===== src/rtl/alu_seq_pkg.sv =====
// Shared opcodes, FSM state codes and instruction layout for the bit-serial ALU issue stage.
package alu_seq_pkg;

  localparam logic [2:0] OP_RESET = 3'b000;
  localparam logic [2:0] OP_NAND  = 3'b001;
  localparam logic [2:0] OP_ADD   = 3'b010;
  localparam logic [2:0] OP_LOGIC = 3'b011;
  localparam logic [2:0] OP_SUB   = 3'b100;

  localparam logic [1:0] S_IDLE = 2'd0;
  localparam logic [1:0] S_RUN  = 2'd1;
  localparam logic [1:0] S_CAPT = 2'd2;

  localparam int unsigned SERIAL_BITS = 4;

  typedef struct packed {
    logic [3:0] a;
    logic [3:0] b;
    logic [2:0] op;
  } alu_instr_t;

  function automatic logic is_legal_op(input logic [2:0] op);
    return (op == OP_NAND) || (op == OP_ADD) || (op == OP_LOGIC) || (op == OP_SUB);
  endfunction

endpackage


===== src/rtl/alu_seq_if.sv =====
// Upstream handshake, ALU drive/return and result signals of the issue stage.
interface alu_seq_if;

  logic       in_valid;
  logic       in_ready;
  logic [3:0] in_a;
  logic [3:0] in_b;
  logic [2:0] in_op;

  logic [3:0] alu_a;
  logic [3:0] alu_b;
  logic [2:0] alu_opcode;
  logic [3:0] alu_c;
  logic       alu_zf;
  logic       alu_sf;
  logic       alu_cf;

  logic       res_valid;
  logic [3:0] res_c;
  logic [2:0] res_op;
  logic       res_zf;
  logic       res_sf;
  logic       res_cf;
  logic       err_illegal;

  modport slave (
    input  in_valid, in_a, in_b, in_op, alu_c, alu_zf, alu_sf, alu_cf,
    output in_ready, alu_a, alu_b, alu_opcode,
    output res_valid, res_c, res_op, res_zf, res_sf, res_cf, err_illegal
  );

  modport master (
    output in_valid, in_a, in_b, in_op, alu_c, alu_zf, alu_sf, alu_cf,
    input  in_ready, alu_a, alu_b, alu_opcode,
    input  res_valid, res_c, res_op, res_zf, res_sf, res_cf, err_illegal
  );

endinterface


===== src/rtl/alu_seq_fifo.sv =====
// Synchronous FIFO with occupancy count; DEPTH must be a power of two so pointers wrap freely.
module alu_seq_fifo #(
  parameter int unsigned DEPTH = 4,
  parameter int unsigned WIDTH = 11
) (
  input  logic                   clk_i,
  input  logic                   rst_i,
  input  logic                   push_i,
  input  logic [WIDTH-1:0]       wdata_i,
  input  logic                   pop_i,
  output logic [WIDTH-1:0]       rdata_o,
  output logic                   full_o,
  output logic                   empty_o,
  output logic [$clog2(DEPTH):0] count_o
);

  localparam int unsigned PtrW = $clog2(DEPTH);
  localparam logic [PtrW:0] FullCnt = (PtrW + 1)'(DEPTH);
  localparam logic [PtrW:0] CntOne  = {{PtrW{1'b0}}, 1'b1};

  logic [WIDTH-1:0] mem_q [DEPTH];
  logic [PtrW-1:0]  wptr_q, rptr_q;
  logic [PtrW:0]    count_q;

  always_ff @(posedge clk_i) begin
    if (rst_i) begin
      wptr_q  <= '0;
      rptr_q  <= '0;
      count_q <= '0;
    end else begin
      if (push_i) wptr_q <= wptr_q + 1'b1;
      if (pop_i)  rptr_q <= rptr_q + 1'b1;
      case ({push_i, pop_i})
        2'b10:   count_q <= count_q + CntOne;
        2'b01:   count_q <= count_q - CntOne;
        default: count_q <= count_q;
      endcase
    end
  end

  always_ff @(posedge clk_i) begin
    if (push_i) mem_q[wptr_q] <= wdata_i;
  end

  assign rdata_o = mem_q[rptr_q];
  assign full_o  = (count_q == FullCnt);
  assign empty_o = (count_q == '0);
  assign count_o = count_q;

endmodule


===== src/rtl/alu_op_sequencer.sv =====
// Issue stage: queues operations, drives each into the bit-serial ALU for SERIAL_BITS clocks,
// then captures the result and flags; the ALU is parked on OP_RESET between operations.
module alu_op_sequencer
  import alu_seq_pkg::*;
#(
  parameter int unsigned DEPTH = 4
) (
  input  logic     clk,
  input  logic     rst,
  alu_seq_if.slave bus
);

  localparam int unsigned CntW = $clog2(DEPTH) + 1;
  localparam int unsigned BitW = $clog2(SERIAL_BITS);
  localparam logic [BitW-1:0] LastBit = BitW'(SERIAL_BITS - 1);

  alu_instr_t      in_instr, fifo_rdata, ir_q, ir_d;
  logic            ready, accept, legal, push, pop, capture, full, empty;
  logic [CntW-1:0] count;
  logic [1:0]      state_q, state_d;
  logic [BitW-1:0] bitcnt_q, bitcnt_d;

  logic       res_valid_q, res_zf_q, res_sf_q, res_cf_q, err_q;
  logic [3:0] res_c_q;
  logic [2:0] res_op_q;

  assign in_instr = '{a: bus.in_a, b: bus.in_b, op: bus.in_op};
  assign ready    = (count != CntW'(DEPTH));
  assign accept   = bus.in_valid && ready;
  assign legal    = is_legal_op(bus.in_op);
  // Illegal opcodes still complete the handshake but never occupy a slot.
  assign push     = bus.in_valid && !full && legal;

  alu_seq_fifo #(
    .DEPTH(DEPTH),
    .WIDTH($bits(alu_instr_t))
  ) u_fifo (
    .clk_i  (clk),
    .rst_i  (rst),
    .push_i (push),
    .wdata_i(in_instr),
    .pop_i  (pop),
    .rdata_o(fifo_rdata),
    .full_o (full),
    .empty_o(empty),
    .count_o(count)
  );

  // empty reflects pre-edge occupancy, so a same-edge push is never bypassed into the IR.
  always_comb begin
    state_d  = state_q;
    bitcnt_d = bitcnt_q;
    ir_d     = ir_q;
    pop      = 1'b0;
    capture  = 1'b0;
    case (state_q)
      S_IDLE: begin
        if (!empty) begin
          pop      = 1'b1;
          ir_d     = fifo_rdata;
          bitcnt_d = '0;
          state_d  = S_RUN;
        end
      end
      S_RUN: begin
        bitcnt_d = bitcnt_q + 1'b1;
        if (bitcnt_q == LastBit) state_d = S_CAPT;
      end
      S_CAPT: begin
        capture = 1'b1;
        if (!empty) begin
          pop      = 1'b1;
          ir_d     = fifo_rdata;
          bitcnt_d = '0;
          state_d  = S_RUN;
        end else begin
          state_d = S_IDLE;
        end
      end
      default: state_d = S_IDLE;
    endcase
  end

  always_ff @(posedge clk) begin
    if (rst) begin
      state_q     <= S_IDLE;
      bitcnt_q    <= '0;
      ir_q        <= '0;
      res_valid_q <= 1'b0;
      res_c_q     <= '0;
      res_op_q    <= OP_RESET;
      res_zf_q    <= 1'b0;
      res_sf_q    <= 1'b0;
      res_cf_q    <= 1'b0;
      err_q       <= 1'b0;
    end else begin
      state_q     <= state_d;
      bitcnt_q    <= bitcnt_d;
      ir_q        <= ir_d;
      res_valid_q <= capture;
      err_q       <= accept && !legal;
      if (capture) begin
        res_c_q  <= bus.alu_c;
        res_op_q <= ir_q.op;
        res_zf_q <= bus.alu_zf;
        res_sf_q <= bus.alu_sf;
        res_cf_q <= bus.alu_cf;
      end
    end
  end

  assign bus.in_ready    = ready;
  assign bus.alu_a       = ir_q.a;
  assign bus.alu_b       = ir_q.b;
  assign bus.alu_opcode  = (state_q == S_RUN) ? ir_q.op : OP_RESET;
  assign bus.res_valid   = res_valid_q;
  assign bus.res_c       = res_c_q;
  assign bus.res_op      = res_op_q;
  assign bus.res_zf      = res_zf_q;
  assign bus.res_sf      = res_sf_q;
  assign bus.res_cf      = res_cf_q;
  assign bus.err_illegal = err_q;

endmodule


===== src/flat_wrapper.sv =====
// flat-port wrapper written by rule: the top's interface ports become plain ports
module alu_op_sequencer_flat import alu_seq_pkg::*;
#(
  parameter int unsigned DEPTH = 4
)
  (clk, rst, bus_in_valid, bus_in_a, bus_in_b, bus_in_op, bus_alu_c, bus_alu_zf, bus_alu_sf, bus_alu_cf, bus_in_ready, bus_alu_a, bus_alu_b, bus_alu_opcode, bus_res_valid, bus_res_c, bus_res_op, bus_res_zf, bus_res_sf, bus_res_cf, bus_err_illegal);
  alu_seq_if bus_i ();
  input  logic clk;
  input  logic rst;
  input wire logic [$bits(bus_i.in_valid)-1:0] bus_in_valid;
  input wire logic [$bits(bus_i.in_a)-1:0] bus_in_a;
  input wire logic [$bits(bus_i.in_b)-1:0] bus_in_b;
  input wire logic [$bits(bus_i.in_op)-1:0] bus_in_op;
  input wire logic [$bits(bus_i.alu_c)-1:0] bus_alu_c;
  input wire logic [$bits(bus_i.alu_zf)-1:0] bus_alu_zf;
  input wire logic [$bits(bus_i.alu_sf)-1:0] bus_alu_sf;
  input wire logic [$bits(bus_i.alu_cf)-1:0] bus_alu_cf;
  output wire logic [$bits(bus_i.in_ready)-1:0] bus_in_ready;
  output wire logic [$bits(bus_i.alu_a)-1:0] bus_alu_a;
  output wire logic [$bits(bus_i.alu_b)-1:0] bus_alu_b;
  output wire logic [$bits(bus_i.alu_opcode)-1:0] bus_alu_opcode;
  output wire logic [$bits(bus_i.res_valid)-1:0] bus_res_valid;
  output wire logic [$bits(bus_i.res_c)-1:0] bus_res_c;
  output wire logic [$bits(bus_i.res_op)-1:0] bus_res_op;
  output wire logic [$bits(bus_i.res_zf)-1:0] bus_res_zf;
  output wire logic [$bits(bus_i.res_sf)-1:0] bus_res_sf;
  output wire logic [$bits(bus_i.res_cf)-1:0] bus_res_cf;
  output wire logic [$bits(bus_i.err_illegal)-1:0] bus_err_illegal;
  assign bus_i.in_valid = bus_in_valid;
  assign bus_i.in_a = bus_in_a;
  assign bus_i.in_b = bus_in_b;
  assign bus_i.in_op = bus_in_op;
  assign bus_i.alu_c = bus_alu_c;
  assign bus_i.alu_zf = bus_alu_zf;
  assign bus_i.alu_sf = bus_alu_sf;
  assign bus_i.alu_cf = bus_alu_cf;
  assign bus_in_ready = bus_i.in_ready;
  assign bus_alu_a = bus_i.alu_a;
  assign bus_alu_b = bus_i.alu_b;
  assign bus_alu_opcode = bus_i.alu_opcode;
  assign bus_res_valid = bus_i.res_valid;
  assign bus_res_c = bus_i.res_c;
  assign bus_res_op = bus_i.res_op;
  assign bus_res_zf = bus_i.res_zf;
  assign bus_res_sf = bus_i.res_sf;
  assign bus_res_cf = bus_i.res_cf;
  assign bus_err_illegal = bus_i.err_illegal;
  alu_op_sequencer #(.DEPTH(DEPTH)) u_core (.clk(clk), .rst(rst), .bus(bus_i));
endmodule

===== config.mk =====
export PLATFORM = sky130hd
export DESIGN_NAME = alu_op_sequencer_flat
export DESIGN_NICKNAME = d
export VERILOG_FILES = /design/src/rtl/alu_seq_pkg.sv /design/src/rtl/alu_seq_if.sv /design/src/rtl/alu_seq_fifo.sv /design/src/rtl/alu_op_sequencer.sv /design/src/flat_wrapper.sv
export SDC_FILE = /design/constraint.sdc
export NUM_CORES = 1
export LEC_CHECK = 0
export CAP_MARGIN = 0
export CORE_AREA = 4 4 89 91
export DETAILED_ROUTE_END_ITERATION = 8
export DIE_AREA = 0 0 93 95
export HOLD_SLACK_MARGIN = 0.1
export PLACE_DENSITY = 0.71
export SYNTH_ARGS = -nofsm -noshare
export SYNTH_HDL_FRONTEND = slang
export SYNTH_SLANG_ARGS = --single-unit

===== constraint.sdc =====
create_clock -name clk -period 2.9 [get_ports clk]
set_input_delay 0.58 -clock clk [delete_from_list [all_inputs] [get_ports clk]]
set_output_delay 0.58 -clock clk [all_outputs]
set_load 0.01 [all_outputs]

### Word-level counts from Yosys, hierarchy flattened

Memory sizes are Yosys's and may differ from the RTL's. A register that Yosys moved wholly into a read port is not among the register bits.
Index checks and enable logic that the tools add are counted.

* register bits: 23
* memory bits (writable): 44
* bits of input ports: 21
* output and inout bits: 24
* logic and storage cells: 63
* memories kept: 1

Memory list
* u_core.u_fifo.mem_q: words 4, width 11, read ports 1, clocked after memory_dff 1, wr ports 1, line alu_seq_fifo.sv:21 `logic [WIDTH-1:0] mem_q [DEPTH];`

* add/sub/neg operators: 5
* equality and inequality tests: 14
* muxes and demuxes: 13
* bitwise logic cells: 1
* reduce and logical (&&, ||, !) cells: 17

Operator list (number)
* 2-bit by 1-bit adder with 2-bit output, second input constant: 3
* 2-bit == test, second input constant: 3
* 3-bit by 2-bit == test with 1-bit output, second input constant: 2
* 3-bit == test, second input constant: 2
* 1-bit 2-to-1 mux: 6
* 2-bit 2-to-1 mux: 3
* 2-bit one-hot mux with 3 select lines: 1
* 3-bit one-hot mux with 2 select lines: 1
* 2-bit AND reduction: 3
* 2-bit by 1-bit == test with 1-bit output, second input constant: 2
* 1-bit logical AND: 4
* 2-bit inequality test, second input constant: 2
* 2-bit one-hot mux with 2 select lines: 1
* 2-bit nonzero test: 2
* 3-bit by 1-bit adder with 3-bit output, second input constant: 1
* 3-bit by 1-bit == test with 1-bit output, second input constant: 1
* 3-bit zero test: 1
* 1-bit logical OR: 3
* 3-bit 2-to-1 mux: 1
* 3-bit inequality test, second input constant: 1
* 3-bit by 1-bit subtractor with 3-bit output, second input constant: 1
* 1-bit zero test: 2
* 2-bit zero test: 1
* 2-bit by 1-bit inequality test with 1-bit output, second input constant: 1
* 2 further kinds: 2

### Longest topological paths before layout

Gate-level depths: netlist of the first run.

* depth after elaboration: 7
* gate-level depth with buffers: 10
* mapped depth without buffers: 9

### Modules after synthesis

Synthesis of the first run repeated with hierarchy kept, for this count alone.

* cell total of the unflattened synthesis: 235
* area total of the unflattened synthesis: 3166.8 µm²

By module, submodules not included
* alu_seq_fifo: times used 1, cells an instance 104, area an instance 2023.2 µm², sequential area each 1501.4 µm²
* alu_op_sequencer: times used 1, cells an instance 131, area an instance 1143.6 µm², sequential area each 540.5 µm²

### Worst setup path before layout of the first run

Ideal clock, no wire load.

* path kind: input -> register
* from: input port bus_in_op[1]
* to: register u_core.u_fifo.count_q[2], in the netlist u_core.u_fifo.count_o[2]
* library setup time: 0.070 ns
* arrival time: 2.575 ns
* data required time: 2.830 ns
* slack: 0.255 ns
* cell stages on the path: 10
* buffers on the path: 1
* cell sequence: or3_1 -> and4_4 -> buf_6 -> inv_1 -> ha_1 -> inv_1 -> fa_1 -> xor2_1 -> or3_2 -> a21oi_1

* cells in the longest elaborated chain, start to end: 7
* elaborated cells between the ends (all ways): 12
* classes of those cells: eq/ne: 6; mux: 1; reduce/logical: 5

Ends and longest elaborated chain
* from (decl): line flat_wrapper.sv:13 `input wire logic [$bits(bus_i.in_op)-1:0] bus_in_op;`
* 3-bit by 1-bit == test with 1-bit output / 3-bit by 2-bit == test with 1-bit output (equally long branches): line alu_seq_pkg.sv:23 `return (op == OP_NAND) || (op == OP_ADD) || (op == OP_LOGIC) || (op == OP_SUB);`
* 1-bit logical OR (2 in series): line alu_seq_pkg.sv:23
* 1-bit logical OR (*): line alu_seq_pkg.sv:23
* 1-bit logical AND (*): line alu_op_sequencer.sv:32 `assign push = bus.in_valid && !full && legal;`
* 2-bit by 1-bit == test with 1-bit output / 2-bit == test (equally long branches): line alu_seq_fifo.sv:33 `case ({push_i, pop_i})`
* 3-bit one-hot mux with 2 select lines / 2-bit nonzero test (equally long branches)
* to (signal assigned): line alu_seq_fifo.sv:34 `2'b10: count_q <= count_q + CntOne;`
* to (signal assigned): line alu_seq_fifo.sv:35 `2'b01: count_q <= count_q - CntOne;`
* to (signal assigned): line alu_seq_fifo.sv:36 `default: count_q <= count_q;`
* to (decl): line alu_seq_fifo.sv:23 `logic [PtrW:0] count_q;`

Mark *: on every way between the ends. The rest lies on a longest branch, timed or not.
A chain may end at the register's enable or synchronous reset.

### Worst setup path in the final report of the first run

Ends and elaborated chain as after synthesis.

==> key figures, run 1 <==
Run status
  • Status: complete, no violations

Final layout
  • P&R area growth vs syn: 21.9%
  • Fillers: 625
  • Share of cells above drive strength 1: 15.7%
  • Layout Nets: 310
  • Ant diodes: 0

Clocking
  • Worst-path clk slew: 0.07 ns
  • Root Driver: clkbuf_8
  • TritonCTS Buffers: 9
  • Max clock buf depth: 2
  • Setup Fix Bufs, Post-CTS: 0
  • CTS H-tree depth: 3
  • Clk sink count: 78
  • CTS tree: yes
  • Worst skew pair latency: 0.34 ns
  • Resize count post-CTS: 0
  • Hold Buf Count CTS: 0

Flow run
  • Max-Cap Viols: 0

Pwr
  • Worst VDD drop: 0.269 mV
  • Lkg Pwr: 1.28 nW
  • PD cells: 752 nW/µm²

Critical path
  • Crit Reg-Reg Startpoint: u_core.u_fifo.count_o[2]$_SDFFE_PP0P_
  • RR Endpoint: u_core.u_fifo.count_o[2]$_SDFFE_PP0P_
  • R2r worst-path depth: 9
  • CP Capture Type: register
  • Worst path required time: 3.17 ns
  • Nature of the critical path startpoint: input pin
  • Crit path kind: in2reg
  • Arr. time, crit path: 2.95 ns
  • R2R setup slack: 0.50 ns
  • Crit-path max FO: 2

Hold path
  • WHS Path Cells: 2
  • Hold Path Class: reg2reg
  • Min-delay src: u_core.bus.res_c[0]$_SDFFE_PP0N_
  • Hold EP: u_core.bus.res_c[0]$_SDFFE_PP0N_

Floorplan
  • Core area: 7140 µm²
  • Die area: 8840 µm²
  • Die Height: 95 µm
  • I/O pin cnt: 45
  • Site Rows: 31
  • Initial cell density of the core: 43.7%
  • Die Width: 93 µm

Logic synthesis
  • FFs w/ async S/R, synth: 0%
  • Mapped Cells: 242
  • Syn nets: 270
  • Syn_area_per_cell: 12.9 µm²
  • YS warnings: 0
  • Synth top area cells: edfxtp_1 (42%), dfxtp_1 (22%), mux4_2 (7.9%), a21oi_1 (4.3%), nand2_1 (2.8%)
  • Top cell type's share of synthesized area: 42.3%
  • Synth Flop Type: edfxtp_1
  • Syn Std Cell Area: 3120 µm²
  • Sequential area share after synthesis: 64.2%
  • #FFs+latches synth: 78
  • Synth cell types: 34
  • EDFF count, synth: 44
  • Yosys top cell by area: edfxtp_1

STA
  • Headroom to the max-slew limit: 44.5%
  • Minimum clock period: 2.68 ns
  • Worst Skew: 0.00596 ns
  • Crit share post-route: 92.5%
  • Hold_ws: 0.457 ns
  • RSZ-0062 raised after global routing: no
  • Max-slew violation count: 0
  • Final worst slack: 0.218 ns
  • Worst-Margin Slew: 0.831 ns
  • Final setup violation count: 0
  • Final hold violations: 0
  • Fmax: 373 MHz

Placed design
  • Gpl congestion: 0.732
  • PortBufs: 44
  • Post-DP HPWL: 3.82 mm
  • Pre-CTS setup slack: -0.137 ns

Detailed routing
  • WL/cell: 14.0 µm
  • # DRC: 0
  • Post-route ant nets: 0
  • Initial DRC Count: 54
  • Vias per inst: 4.91
  • WL final: 5.41 mm
  • Via count: 1,891
  • Iteration count of the initial detailed-routing pass: 4

Global routing
  • Total track usage: 13.2%
  • GR Overflow Total: 0
  • Vias in the first global route: 1,894
  • Largest net degree at the start of global routing: 16
  • First-pass GRT wire length: 9.03 mm
  • Initial antenna violation count: 0
## area by class of cell
cell class              instances  area [µm²]  area share [%]
flip-flops and latches         78        2000            52.6
multi-input cells             132         955            25.1
repair buffers                 52         500            13.2
clock buffers                   9         124            3.26
well taps                      99         124            3.26
clock inverters                 6        63.8            1.68
inverters                       9        33.8           0.888
## layer usage
| metal | share of wire (%) | GRT usage, % |
|---|---|---|
| met3 | 4.8 | 2.87 |
| met5 | 0 | 0 |
| met2 | 50 | 22.1 |
| met4 | 1.9 | 6.59 |
| met1 | 44 | 16.2 |
## cells in the mapped netlist, drive strengths merged (7+ instances only)
| cell | count |
|---|---|
| and2 | 7 |
| dfxtp | 34 |
| nand2 | 23 |
| edfxtp | 44 |
| nand3 | 11 |
| mux4 | 11 |
| inv | 9 |
| o21ai | 14 |
| buf | 15 |
| clkbuf | 8 |
| nor2 | 9 |
| a21oi | 27 |
## per-stage QoR
stage / cells / instance area [µm²] / util, % / power, mW / setup TNS, ns
finish: 385 / 3800 / 53.3 / 2.86 / 0
global route: 385 / 3800 / 53.3 / 3.03 / 0
CTS: 385 / 3800 / 53.3 / 2.89 / 0
detailed placement: 370 / 3610 / 50.6 / 2.13 / -0.137
global placement: 370 / 3610 / 50.6 / 2.11 / -0.0885
floorplan: 242 / 3120 / - / 1.93 / 0
## where the power goes
group	total, mW	internal (mW)	switching, mW
Combinational	0.676	0.356	0.319
Sequential	1.42	1.30	0.117
Clock	0.766	0.391	0.375
## critical path: stages
cell and delay [ns]:
clkdlybuf4s50_1 0.41, or3_1 0.39, and4_4 0.20, inv_1 0.05, ha_1 0.17, inv_1 0.06, fa_1 0.37, xor2_1 0.17
or3_2 0.40, a21oi_1 0.15
## flip-flops by register name (all words and copies together), names as in the netlist
| register | flops |
|---|---|
| u_core.bitcnt_q | 2 |
| u_core.bus.alu_a | 4 |
| u_core.bus.alu_b | 4 |
| u_core.bus.err_illegal | 1 |
| u_core.bus.res_c | 4 |
| u_core.bus.res_cf | 1 |
| u_core.bus.res_op | 3 |
| u_core.bus.res_sf | 1 |
| u_core.bus.res_valid | 1 |
| u_core.bus.res_zf | 1 |
| u_core.ir_q | 3 |
| u_core.state_q | 2 |
| u_core.u_fifo.count_o | 3 |
| u_core.u_fifo.mem_q | 44 |
| u_core.u_fifo.rptr_q | 2 |
| u_core.u_fifo.wptr_q | 2 |
## cell families (layout without fill, tap and decap cells)
logic type / Yosys count / count (layout) / synth area share [%]
buffers and inverters: 32 / 76 / 5.25
XOR/XNOR: 2 / 2 / 0.561
multiplexers: 13 / 13 / 8.74
flip-flops: 78 / 78 / 64.2
AO/OA/AOI/OAI: 46 / 46 / 7.86
AND/OR/NAND/NOR: 64 / 64 / 10.4
adder cells (fa/ha/maj): 7 / 7 / 3.05
## cell usage in the layout, fill, tap and decap left out, types with 2 or more instances in the layout
cell	synthesis	routed
nor2_1	9	9
inv_1	9	9
and2_1	3	3
a21oi_1	27	27
or3_1	2	2
o21ai_0	14	14
xor2_1	2	2
nand2b_1	3	3
and2_2	4	4
clkinvlp_4	0	2
mux4_2	11	11
nand3_1	11	11
clkdlybuf4s50_1	0	44
nand2_1	23	23
o211ai_1	2	2
clkinv_2	0	2
nor2b_1	2	2
or3_2	2	2
edfxtp_1	44	44
dfxtp_1	34	34
clkbuf_8	0	9
ha_1	6	6
buf_4	9	8
## worst max path at each step
| stage | from | cells past startpoint | endpoint |
|---|---|---|---|
| 3_3_place_gp | bus_in_op[1] | 10 | u_core.u_fifo.count_o[2]$_SDFFE_PP0P_ |
| 4_1_cts | bus_in_op[1] | 10 | u_core.u_fifo.count_o[2]$_SDFFE_PP0P_ |
| 6_report | bus_in_op[1] | 10 | u_core.u_fifo.count_o[2]$_SDFFE_PP0P_ |
| 5_1_grt | bus_in_op[0] | 10 | u_core.u_fifo.count_o[2]$_SDFFE_PP0P_ |
| 2_1_floorplan | bus_in_op[1] | 10 | u_core.u_fifo.count_o[2]$_SDFFE_PP0P_ |
| 3_5_place_dp | bus_in_op[1] | 10 | u_core.u_fifo.count_o[2]$_SDFFE_PP0P_ |
(Power assumes the default switching activity.)
==> run 2: changes to the inputs <==
ABC_AREA = 1   (was not set)
CORE_AREA = 2 2 90 92   (was 4 4 89 91)
DIE_AREA = 0 0 92 94   (was 0 0 93 95)
==> key figures, run 2 <==
Run status
  • Status: complete, no violations (unchanged)

Logic synthesis
  • Yosys top cell by area: edfxtp_1 (unchanged)
  • EDFF count, synth: 44 (unchanged)
  • YS warnings: 0 (unchanged)
  • Synth Flop Type: edfxtp_1 (unchanged)
  • Syn nets: 394 (was 270)
  • Synth top area cells: edfxtp_1 (39%), dfxtp_1 (20%), nor2_1 (11%), nand2_1 (7.6%), inv_1 (4.6%) (was edfxtp_1 (42%), dfxtp_1 (22%), mux4_2 (7.9%), a21oi_1 (4.3%), nand2_1 (2.8%))
  • Syn_area_per_cell: 9.22 µm² (was 12.9 µm²)
  • FFs w/ async S/R, synth: 0% (unchanged)
  • Syn Std Cell Area: 3380 µm² (was 3120 µm²)
  • Mapped Cells: 366 (was 242)
  • Top cells by count, synth: nor2_1 (96), nand2_1 (68), edfxtp_1 (44) (was edfxtp_1 (44), dfxtp_1 (34), a21oi_1 (27))
  • Top cell type's share of synthesized area: 39.1% (was 42.3%)
  • Synth cell types: 26 (was 34)
  • Sequential area share after synthesis: 59.3% (was 64.2%)
  • Cell with the most instances after synthesis: nor2_1 (was edfxtp_1)
  • #FFs+latches synth: 78 (unchanged)

Clocking
  • Clk sink count: 78 (unchanged)
  • CTS H-tree depth: 3 (unchanged)
  • Worst-path clk slew: 0.08 ns (was 0.07 ns)
  • Hold Buf Count CTS: 0 (unchanged)
  • Setup Fix Bufs, Post-CTS: 0 (unchanged)
  • TritonCTS Buffers: 9 (unchanged)
  • Worst skew pair latency: 0.35 ns (was 0.34 ns)
  • Root Driver: clkbuf_8 (unchanged)
  • CTS tree: yes (unchanged)
  • Max clock buf depth: 2 (unchanged)
  • Resize count post-CTS: 0 (unchanged)

Global routing
  • Total track usage: 15.6% (was 13.2%)
  • Initial antenna violation count: 0 (unchanged)
  • Largest net degree at the start of global routing: 28 (was 16)
  • GR Overflow Total: 0 (unchanged)
  • Vias in the first global route: 2,205 (was 1,894)
  • First-pass GRT wire length: 10.3 mm (was 9.03 mm)

Detailed routing
  • Iteration count of the initial detailed-routing pass: 4 (unchanged)
  • Vias per inst: 4.59 (was 4.91)
  • WL final: 6.02 mm (was 5.41 mm)
  • WL/cell: 11.7 µm (was 14.0 µm)
  • Initial DRC Count: 131 (was 54)
  • Post-route ant nets: 0 (unchanged)
  • # DRC: 0 (unchanged)
  • Via count: 2,357 (was 1,891)

STA
  • RSZ-0062 raised after global routing: no (unchanged)
  • TNS Setup: 0 ns (unchanged)
  • Final setup violation count: 0 (unchanged)
  • Worst Skew: 0.0108 ns (was 0.00596 ns)
  • Fmax: 419 MHz (was 373 MHz)
  • Crit share post-route: 82.4% (was 92.5%)
  • Minimum clock period: 2.39 ns (was 2.68 ns)
  • Max-slew violation count: 0 (unchanged)
  • Headroom to the max-slew limit: 56.1% (was 44.5%)
  • Worst-Margin Slew: 0.658 ns (was 0.831 ns)
  • Final hold violations: 0 (unchanged)

Final layout
  • P&R area growth vs syn: 18.0% (was 21.9%)
  • Top reg by flops: u_core.u_fifo.mem_q (unchanged)
  • Fillers: 709 (was 625)
  • Max reg flops: 44 (unchanged)
  • Commonest non-fill, non-tap cell in the layout: nor2_1
  • Fin cells: 513 (was 385)
  • Ant diodes: 0 (unchanged)
  • Layout Nets: 434 (was 310)
  • Design Area, Final: 3980 µm² (was 3800 µm²)
  • Most frequent cells in the layout: nor2_1 (96), nand2_1 (68), clkdlybuf4s50_1 (44), edfxtp_1 (44), inv_1 (41) (was clkdlybuf4s50_1 (44), edfxtp_1 (44), dfxtp_1 (34))
  • Share of cells above drive strength 1: 8.52% (was 15.7%)

Critical path
  • CP Capture Type: register (unchanged)
  • R2R setup slack: 0.93 ns (was 0.50 ns)
  • Crit-path max FO: 6 (was 2)
  • Arr. time, crit path: 2.64 ns (was 2.95 ns)
  • Worst path required time: 3.15 ns (was 3.17 ns)
  • Nature of the critical path startpoint: input pin (unchanged)
  • Crit path kind: in2reg (unchanged)

Placed design
  • Post-DP HPWL: 3.99 mm (was 3.82 mm)
  • PortBufs: 44 (unchanged)
  • Dpl cells: 497 (was 370)
  • Gpl congestion: 0.759 (was 0.732)
  • Placed instance area: 3790 µm² (was 3610 µm²)

Floorplan
  • Die Height: 94 µm (was 95 µm)
  • Site Rows: 32 (was 31)
  • I/O pin cnt: 45 (unchanged)
  • Die Width: 92 µm (was 93 µm)
  • Initial cell density of the core: 44.4% (was 43.7%)
  • Die area: 8650 µm² (was 8840 µm²)
  • Core area: 7610 µm² (was 7140 µm²)

Pwr
  • Worst VDD drop: 0.387 mV (was 0.269 mV)
  • Lkg Pwr: 1.62 nW (was 1.28 nW)
  • PD cells: 843 nW/µm² (was 752 nW/µm²)

Hold path
  • Hold Path Class: reg2reg (unchanged)

Flow run
  • Max-Cap Viols: 0 (unchanged)
run 2: final timing paths:
check | cells past startpoint | end | from
min | 2 | u_core.bus.res_op[2]$_SDFFE_PP0N_ | u_core.ir_q[2]$_SDFFE_PP0P_
min reg2reg | 2 | u_core.bus.res_op[2]$_SDFFE_PP0N_ | u_core.ir_q[2]$_SDFFE_PP0P_
max | 12 | u_core.u_fifo.count_o[2]$_SDFFE_PP0P_ | bus_in_op[0]
max reg2reg | 12 | u_core.u_fifo.count_o[2]$_SDFFE_PP0P_ | u_core.u_fifo.count_o[2]$_SDFFE_PP0P_
run 2: cell families after synthesis:
group                    after synthesis  share of synthesized area (%)
AO/OA/AOI/OAI                         38                           5.97
XOR/XNOR                               1                          0.259
adder cells (fa/ha/maj)                7                           2.82
buffers and inverters                 65                           10.8
flip-flops                            78                           59.3
AND/OR/NAND/NOR                      177                           20.8
run 2: report_power, final:
part           internal (mW)  switching [mW]
combinational          0.453           0.678
sequential              1.32           0.126
clock                  0.406           0.377
run 2: routing by layer:
layer | global-route usage [%] | part of all wire (%) | vias up
li1 | - | - | 1210
met1 | 19.1 | 46 | 1070
met2 | 25.4 | 45 | 66
met3 | 4.49 | 6.3 | 11
met4 | 7.46 | 2.1 | 0
met5 | 0 | 0 | -
run 2: layout make-up:
class	count	area (µm²)	share of cell area (%)
Clock inverter	3	15.0	0.377
Inverter	44	165	4.15
Multi-Input combinational cell	223	1010	25.3
Tap cell	102	128	3.20
Sequential cell	78	2000	50.3
Timing Repair Buffer	50	485	12.2
Clock buffer	13	180	4.52
run 2: metrics by stage:
step	setup slack (ns)	power, mW	utilization (%)	hold WS [ns]
after floorplan	0.919	2.45	-	0.432
after global placement	0.256	2.57	49.8	0.441
after detailed placement	0.154	2.62	49.8	0.462
after CTS	0.507	3.41	52.4	0.473
after global routing	0.273	3.65	52.4	0.492
final	0.512	3.36	52.4	0.469
run 2: worst max-delay path: stages:
cell             delay (ns)
clkdlybuf4s50_1        0.51
o21ai_0                0.20
nand2_1                0.18
nand2_2                0.17
ha_1                   0.15
inv_1                  0.07
fa_1                   0.39
nor2_1                 0.10
nand3b_1               0.13
nand2_1                0.06
nand2_1                0.05
nor2_1                 0.03
